===== config.mk =====
export PLATFORM = sky130hd
export DESIGN_NAME = ps2_host_tx
export DESIGN_NICKNAME = d
export VERILOG_FILES = /design/src/rtl/ps2_host_tx.sv
export SDC_FILE = /design/constraint.sdc
export NUM_CORES = 1
export LEC_CHECK = 0
export BUFFER_PORTS_ARGS = -buffer_cell sky130_fd_sc_hd__buf_2
export CORE_MARGIN = 4
export CORE_UTILIZATION = 61
export DETAILED_ROUTE_END_ITERATION = 10
export GPL_TIMING_DRIVEN = 0
export PLACE_DENSITY = 0.86
export SLEW_MARGIN = 30
export SYNTH_ARGS = -nofsm -noshare
export SYNTH_HDL_FRONTEND = slang
export SYNTH_SLANG_ARGS = --single-unit

===== constraint.sdc =====
create_clock -name clk -period 2.74 [get_ports clk]
set_input_delay 0.274 -clock clk [delete_from_list [all_inputs] [get_ports clk]]
set_output_delay 0.274 -clock clk [all_outputs]
set_load 0.02 [all_outputs]

===== src/rtl/ps2_host_tx.sv =====
// PS/2 host-to-device transmitter: request-to-send, odd-parity serialisation,
// device ACK check and bus release over open-collector ps2_clk/ps2_data.
module ps2_host_tx #(
    parameter int INHIBIT_CYCLES = 12000,
    parameter int SETUP_CYCLES   = 20,
    parameter int TIMEOUT_CYCLES = 2000000,
    parameter int FILTER_LEN     = 8
) (
    input  logic       clk,
    input  logic       rst_n,
    input  logic [7:0] tx_data,
    input  logic       tx_valid,
    output logic       tx_ready,
    input  logic       ps2_clk_i,
    input  logic       ps2_data_i,
    output logic       ps2_clk_oe,
    output logic       ps2_data_oe,
    output logic       busy,
    output logic       tx_done,
    output logic       tx_err
);

    localparam int PhaseMax = (INHIBIT_CYCLES > SETUP_CYCLES) ? INHIBIT_CYCLES : SETUP_CYCLES;
    localparam int PhaseW   = $clog2(PhaseMax + 1);
    localparam int ToW      = $clog2(TIMEOUT_CYCLES + 1);
    localparam int FiltW    = $clog2(FILTER_LEN + 1);
    localparam int BitW     = $clog2(10 + 1);

    typedef enum logic [2:0] {
        IDLE, INHIBIT, SETUP, SEND, ACK, WAIT_IDLE, DONE, ERR
    } state_e;

    // Index 0 is ps2_clk, index 1 is ps2_data.
    logic [1:0]       sync1_q;
    logic [1:0]       sync2_q;
    logic [1:0]       filt_q;
    logic [FiltW-1:0] fcnt_q [2];
    logic             clk_fall_q;

    state_e            state_q;
    logic [9:0]        frame_q;
    logic [PhaseW-1:0] phase_q;
    logic [BitW-1:0]   bit_q;
    logic [ToW-1:0]    to_q;
    logic              clk_oe_q;
    logic              data_oe_q;
    logic              busy_q;
    logic              ready_q;
    logic              done_q;
    logic              err_q;
    logic              timeout_hit;

    assign timeout_hit = (to_q == ToW'(TIMEOUT_CYCLES - 1));

    always_ff @(posedge clk or negedge rst_n) begin
        if (!rst_n) begin
            sync1_q    <= '1;
            sync2_q    <= '1;
            filt_q     <= '1;
            clk_fall_q <= 1'b0;
            for (int i = 0; i < 2; i++) begin
                fcnt_q[i] <= '0;
            end
        end else begin
            sync1_q    <= {ps2_data_i, ps2_clk_i};
            sync2_q    <= sync1_q;
            clk_fall_q <= 1'b0;
            // A line only changes after FILTER_LEN consecutive disagreeing samples.
            for (int i = 0; i < 2; i++) begin
                if (sync2_q[i] == filt_q[i]) begin
                    fcnt_q[i] <= '0;
                end else if (fcnt_q[i] == FiltW'(FILTER_LEN - 1)) begin
                    filt_q[i] <= sync2_q[i];
                    fcnt_q[i] <= '0;
                    if (i == 0 && filt_q[i]) begin
                        clk_fall_q <= 1'b1;
                    end
                end else begin
                    fcnt_q[i] <= fcnt_q[i] + 1'b1;
                end
            end
        end
    end

    always_ff @(posedge clk or negedge rst_n) begin
        if (!rst_n) begin
            state_q   <= IDLE;
            frame_q   <= '0;
            phase_q   <= '0;
            bit_q     <= '0;
            to_q      <= '0;
            clk_oe_q  <= 1'b0;
            data_oe_q <= 1'b0;
            busy_q    <= 1'b0;
            ready_q   <= 1'b1;
            done_q    <= 1'b0;
            err_q     <= 1'b0;
        end else begin
            done_q <= 1'b0;
            err_q  <= 1'b0;
            case (state_q)
                IDLE: begin
                    if (tx_valid && ready_q) begin
                        frame_q  <= {1'b1, ~^tx_data, tx_data};
                        phase_q  <= '0;
                        clk_oe_q <= 1'b1;
                        busy_q   <= 1'b1;
                        ready_q  <= 1'b0;
                        state_q  <= INHIBIT;
                    end
                end
                INHIBIT: begin
                    if (phase_q == PhaseW'(INHIBIT_CYCLES - 1)) begin
                        phase_q   <= '0;
                        data_oe_q <= 1'b1;
                        state_q   <= SETUP;
                    end else begin
                        phase_q <= phase_q + 1'b1;
                    end
                end
                SETUP: begin
                    if (phase_q == PhaseW'(SETUP_CYCLES - 1)) begin
                        phase_q  <= '0;
                        bit_q    <= '0;
                        to_q     <= '0;
                        clk_oe_q <= 1'b0;
                        state_q  <= SEND;
                    end else begin
                        phase_q <= phase_q + 1'b1;
                    end
                end
                SEND: begin
                    to_q <= to_q + 1'b1;
                    if (timeout_hit) begin
                        data_oe_q <= 1'b0;
                        err_q     <= 1'b1;
                        state_q   <= ERR;
                    end else if (clk_fall_q) begin
                        // Stop bit is 1, so the tenth fall releases data.
                        data_oe_q <= ~frame_q[bit_q];
                        bit_q     <= bit_q + 1'b1;
                        if (bit_q == BitW'(9)) begin
                            state_q <= ACK;
                        end
                    end
                end
                ACK: begin
                    to_q <= to_q + 1'b1;
                    if (timeout_hit) begin
                        data_oe_q <= 1'b0;
                        err_q     <= 1'b1;
                        state_q   <= ERR;
                    end else if (clk_fall_q) begin
                        if (!filt_q[1]) begin
                            state_q <= WAIT_IDLE;
                        end else begin
                            data_oe_q <= 1'b0;
                            err_q     <= 1'b1;
                            state_q   <= ERR;
                        end
                    end
                end
                WAIT_IDLE: begin
                    to_q <= to_q + 1'b1;
                    if (timeout_hit) begin
                        data_oe_q <= 1'b0;
                        err_q     <= 1'b1;
                        state_q   <= ERR;
                    end else if (filt_q[0] && filt_q[1]) begin
                        done_q  <= 1'b1;
                        state_q <= DONE;
                    end
                end
                DONE, ERR: begin
                    clk_oe_q  <= 1'b0;
                    data_oe_q <= 1'b0;
                    busy_q    <= 1'b0;
                    ready_q   <= 1'b1;
                    state_q   <= IDLE;
                end
                default: begin
                    state_q <= IDLE;
                end
            endcase
        end
    end

    assign ps2_clk_oe  = clk_oe_q;
    assign ps2_data_oe = data_oe_q;
    assign busy        = busy_q;
    assign tx_ready    = ready_q;
    assign tx_done     = done_q;
    assign tx_err      = err_q;

endmodule


==> flow_summary.json <==
{
  "fmax_ghz": 0.401,
  "syn_area_sq_um": 3800,
  "clockBufferDepth": 2,
  "ys_types": 62,
  "clock_latency_ns": 0.35,
  "first_iter_violations": 209,
  "async_flop_share_pct": 100,
  "path_delay_family": "buffers and inverters",
  "final_common_cell": "dfrtp_1",
  "fin_nets": 424,
  "startpoint_type": "register",
  "hpwl_microns": 5570,
  "synth_top_flop_cell": "dfrtp_1",
  "die_x_microns": 86.9,
  "critPathArrivalTime_ns": 2.77,
  "die_area_sq_um": 7560,
  "crit_fanout": 10,
  "finalSetupViolCount": 0,
  "p_leak_nw": 1.95,
  "path_class": "reg2reg",
  "hp-class": "in2reg",
  "status": "finished, final reports clean",
  "critPathBufInv": 2,
  "cp_slowest_stage_delay_ns": 0.44,
  "synth_edf_count": 0,
  "fin_crit_sh_pct": 91.0,
  "cts_tree": "yes",
  "diodes": 0,
  "hold_ws_ns": 0.185,
  "rsz0062_at_grt": "no",
  "drc": 0,
  "max-cap-violations": 0,
  "grt_pass1_wl_microns": 13900,
  "io_pins": 19,
  "path_cells": "ha_1, nor2b_1, nand4_1, a32o_1, clkbuf_1, clkbuf_1, a21oi_1, mux2i_1",
  "fillers": 434,
  "slew_headroom_pct": 47.4,
  "tightest_slew_ns": 0.789,
  "clk_pin_slew_ns": 0.08,
  "mostFrequentLayoutCells": "dfrtp_1, nor2_1, nand2_1",
  "drt-pass1-iter-count": 5,
  "synth_seq_area_share_pct": 48.3,
  "routedWlPerCell_microns": 16.5,
  "powerDensity_nw_per_um2": 501,
  "via_per_inst": 6.13,
  "grt_overflow_total": 0,
  "vdd_ir_drop_max_mv": 0.428,
  "post-cts-setup-buffers": 0,
  "port-buffer-count": 18,
  "syn_inst": 372,
  "end_kind": "register",
  "cts_root_buf": "clkbuf_8",
  "path_common_cell": "clkbuf_1",
  "syn_area_per_cell_sq_um": 10.2,
  "drv_slew": 0,
  "htreeDepth": 3,
  "ys_warn_count": 0,
  "clock-sinks": 73,
  "tns_ns": 0,
  "gp_congestion": 0.885,
  "grt_use_total_pct": 23.6,
  "syn_nets": 391,
  "period_minus_slack_ns": 2.49,
  "cts_buffers": 9,
  "syn_to_final_growth_pct": 10.6,
  "rows": 28,
  "ys_ff_latch": 73,
  "finClkSkew_ns": 0.00904,
  "place_inst": 466,
  "grt_max_degree": 40,
  "hold_viol": 0,
  "die_h_microns": 86.9,
  "critPathRequiredTime_ns": 3.01,
  "slowest_stage": "clkbuf_1",
  "drive_gt1_share_pct": 15.9,
  "start_util_pct": 63.4,
  "grt_antenna_before_repair": 0,
  "core_area_sq_um": 5990,
  "final_cells": 485,
  "ant_nets": 0,
  "vias": 2973,
  "totalWireLength_microns": 7980,
  "grt_pass1_vias": 3027
}
## layer usage
layer / GRT usage, % / share of wire [%] / vias up
li1: - / - / 1399
met1: 30.2 / 43 / 1467
met2: 37.8 / 50 / 90
met3: 7.10 / 5.3 / 17
met4: 8.78 / 2.1 / 0
met5: 0 / 0 / -
## cell type report
cell class	count	area [sq um]	share of cell area, %
Sequential cell	73	1840	43.7
Tap cell	75	93.8	2.23
Inverter	11	41.3	0.983
Clock buffer	12	145	3.45
Clock inverter	4	20.0	0.476
Multi-Input combinational cell	274	1860	44.4
Timing Repair Buffer	22	143	3.39
Buffer	14	58.8	1.40
## flip-flops by register name, indices dropped and copies added, names as in the netlist
register	cells
tx_err	1
tx_done	1
filt_q	2
clk_fall_q	1
sync1_q	2
ps2_clk_oe	1
tx_ready	1
sync2_q	2
phase_q	14
fcnt_q	8
state_q	3
to_q	21
bit_q	4
ps2_data_oe	1
busy	1
frame_q	10
## stage by stage
stage	worst slack [ns]	util [%]	power, mW	instance area [sq um]
floorplan	0.593	-	1.30	3800
global placement	0.317	66.5	1.36	3980
detailed placement	0.269	66.9	1.37	4010
CTS	0.252	70.0	2.11	4190
global route	0.0749	70.1	2.20	4200
finish	0.245	70.1	2.10	4200
## worst paths after layout
kind	to	start	depth (start not counted)	slack [ns]
worst max-delay path	phase_q[4]$_DFFE_PN0P_	phase_q[0]$_DFFE_PN0P_	8	0.25
worst min-delay path	frame_q[2]$_DFFE_PN0P_	tx_data[2]	2	0.18
worst max register to register	phase_q[4]$_DFFE_PN0P_	phase_q[0]$_DFFE_PN0P_	8	0.25
worst min register to register	sync2_q[1]$_DFF_PN1_	sync1_q[1]$_DFF_PN1_	0	0.36
max in group asynchronous	filt_q[1]$_DFFE_PN1P_	rst_n	3	1.68
min in group asynchronous	frame_q[2]$_DFFE_PN0P_	rst_n	2	0.43
## cell usage after synthesis (all sizes together), types with 2 or more instances
cell type | count | area, sq um
dfrtp | 66 | 1650
nor2 | 35 | 148
nand2 | 34 | 128
nand3 | 23 | 115
xor2 | 16 | 140
a21oi | 15 | 75.1
o21ai | 15 | 75.1
xnor2 | 15 | 131
mux2 | 14 | 158
clkbuf | 11 | 41.3
inv | 11 | 41.3
and3 | 8 | 50.1
nor3 | 8 | 45.0
dfstp | 7 | 184
nand4 | 7 | 58.8
ha | 6 | 75.1
mux2i | 6 | 60.1
nor2b | 5 | 31.3
a21o | 4 | 30.0
and4 | 4 | 35.0
nand2b | 4 | 25.0
nor4 | 4 | 40.0
o211ai | 4 | 30.0
or4 | 4 | 33.8
a211oi | 3 | 22.5
a22o | 3 | 26.3
and2 | 3 | 18.8
buf | 3 | 17.5
and2b | 2 | 15.0
and3b | 2 | 17.5
mux4 | 2 | 45.0
nand3b | 2 | 15.0
nand4b | 2 | 17.5
nor3b | 2 | 15.0
o22ai | 2 | 12.5
o31ai | 2 | 15.0
or2 | 2 | 12.5
or4b | 2 | 23.8
## timing repair
item                                   4_1_cts  5_1_grt
gates resized for setup                      0        0
hold buffers                                 2        1
endpoints found under the hold margin       34        1
## kinds of logic (layout without fill, tap and decap cells)
| logic type | count (synthesis) | in the layout | share of synthesized area, % |
|---|---|---|---|
| AND/OR/NAND/NOR | 155 | 155 | 22.8 |
| flip-flops | 73 | 73 | 48.3 |
| AO/OA/AOI/OAI | 60 | 60 | 10.2 |
| XOR/XNOR | 31 | 31 | 7.15 |
| buffers and inverters | 25 | 63 | 2.63 |
| multiplexers | 22 | 22 | 6.91 |
| adder cells (fa/ha/maj) | 6 | 6 | 1.98 |
## where the power goes
group | switching (mW) | internal (mW)
Clock | 0.398 | 0.348
Sequential | 0.0514 | 1.14
Combinational | 0.0827 | 0.0837
Power figures use the tool's default switching activity.
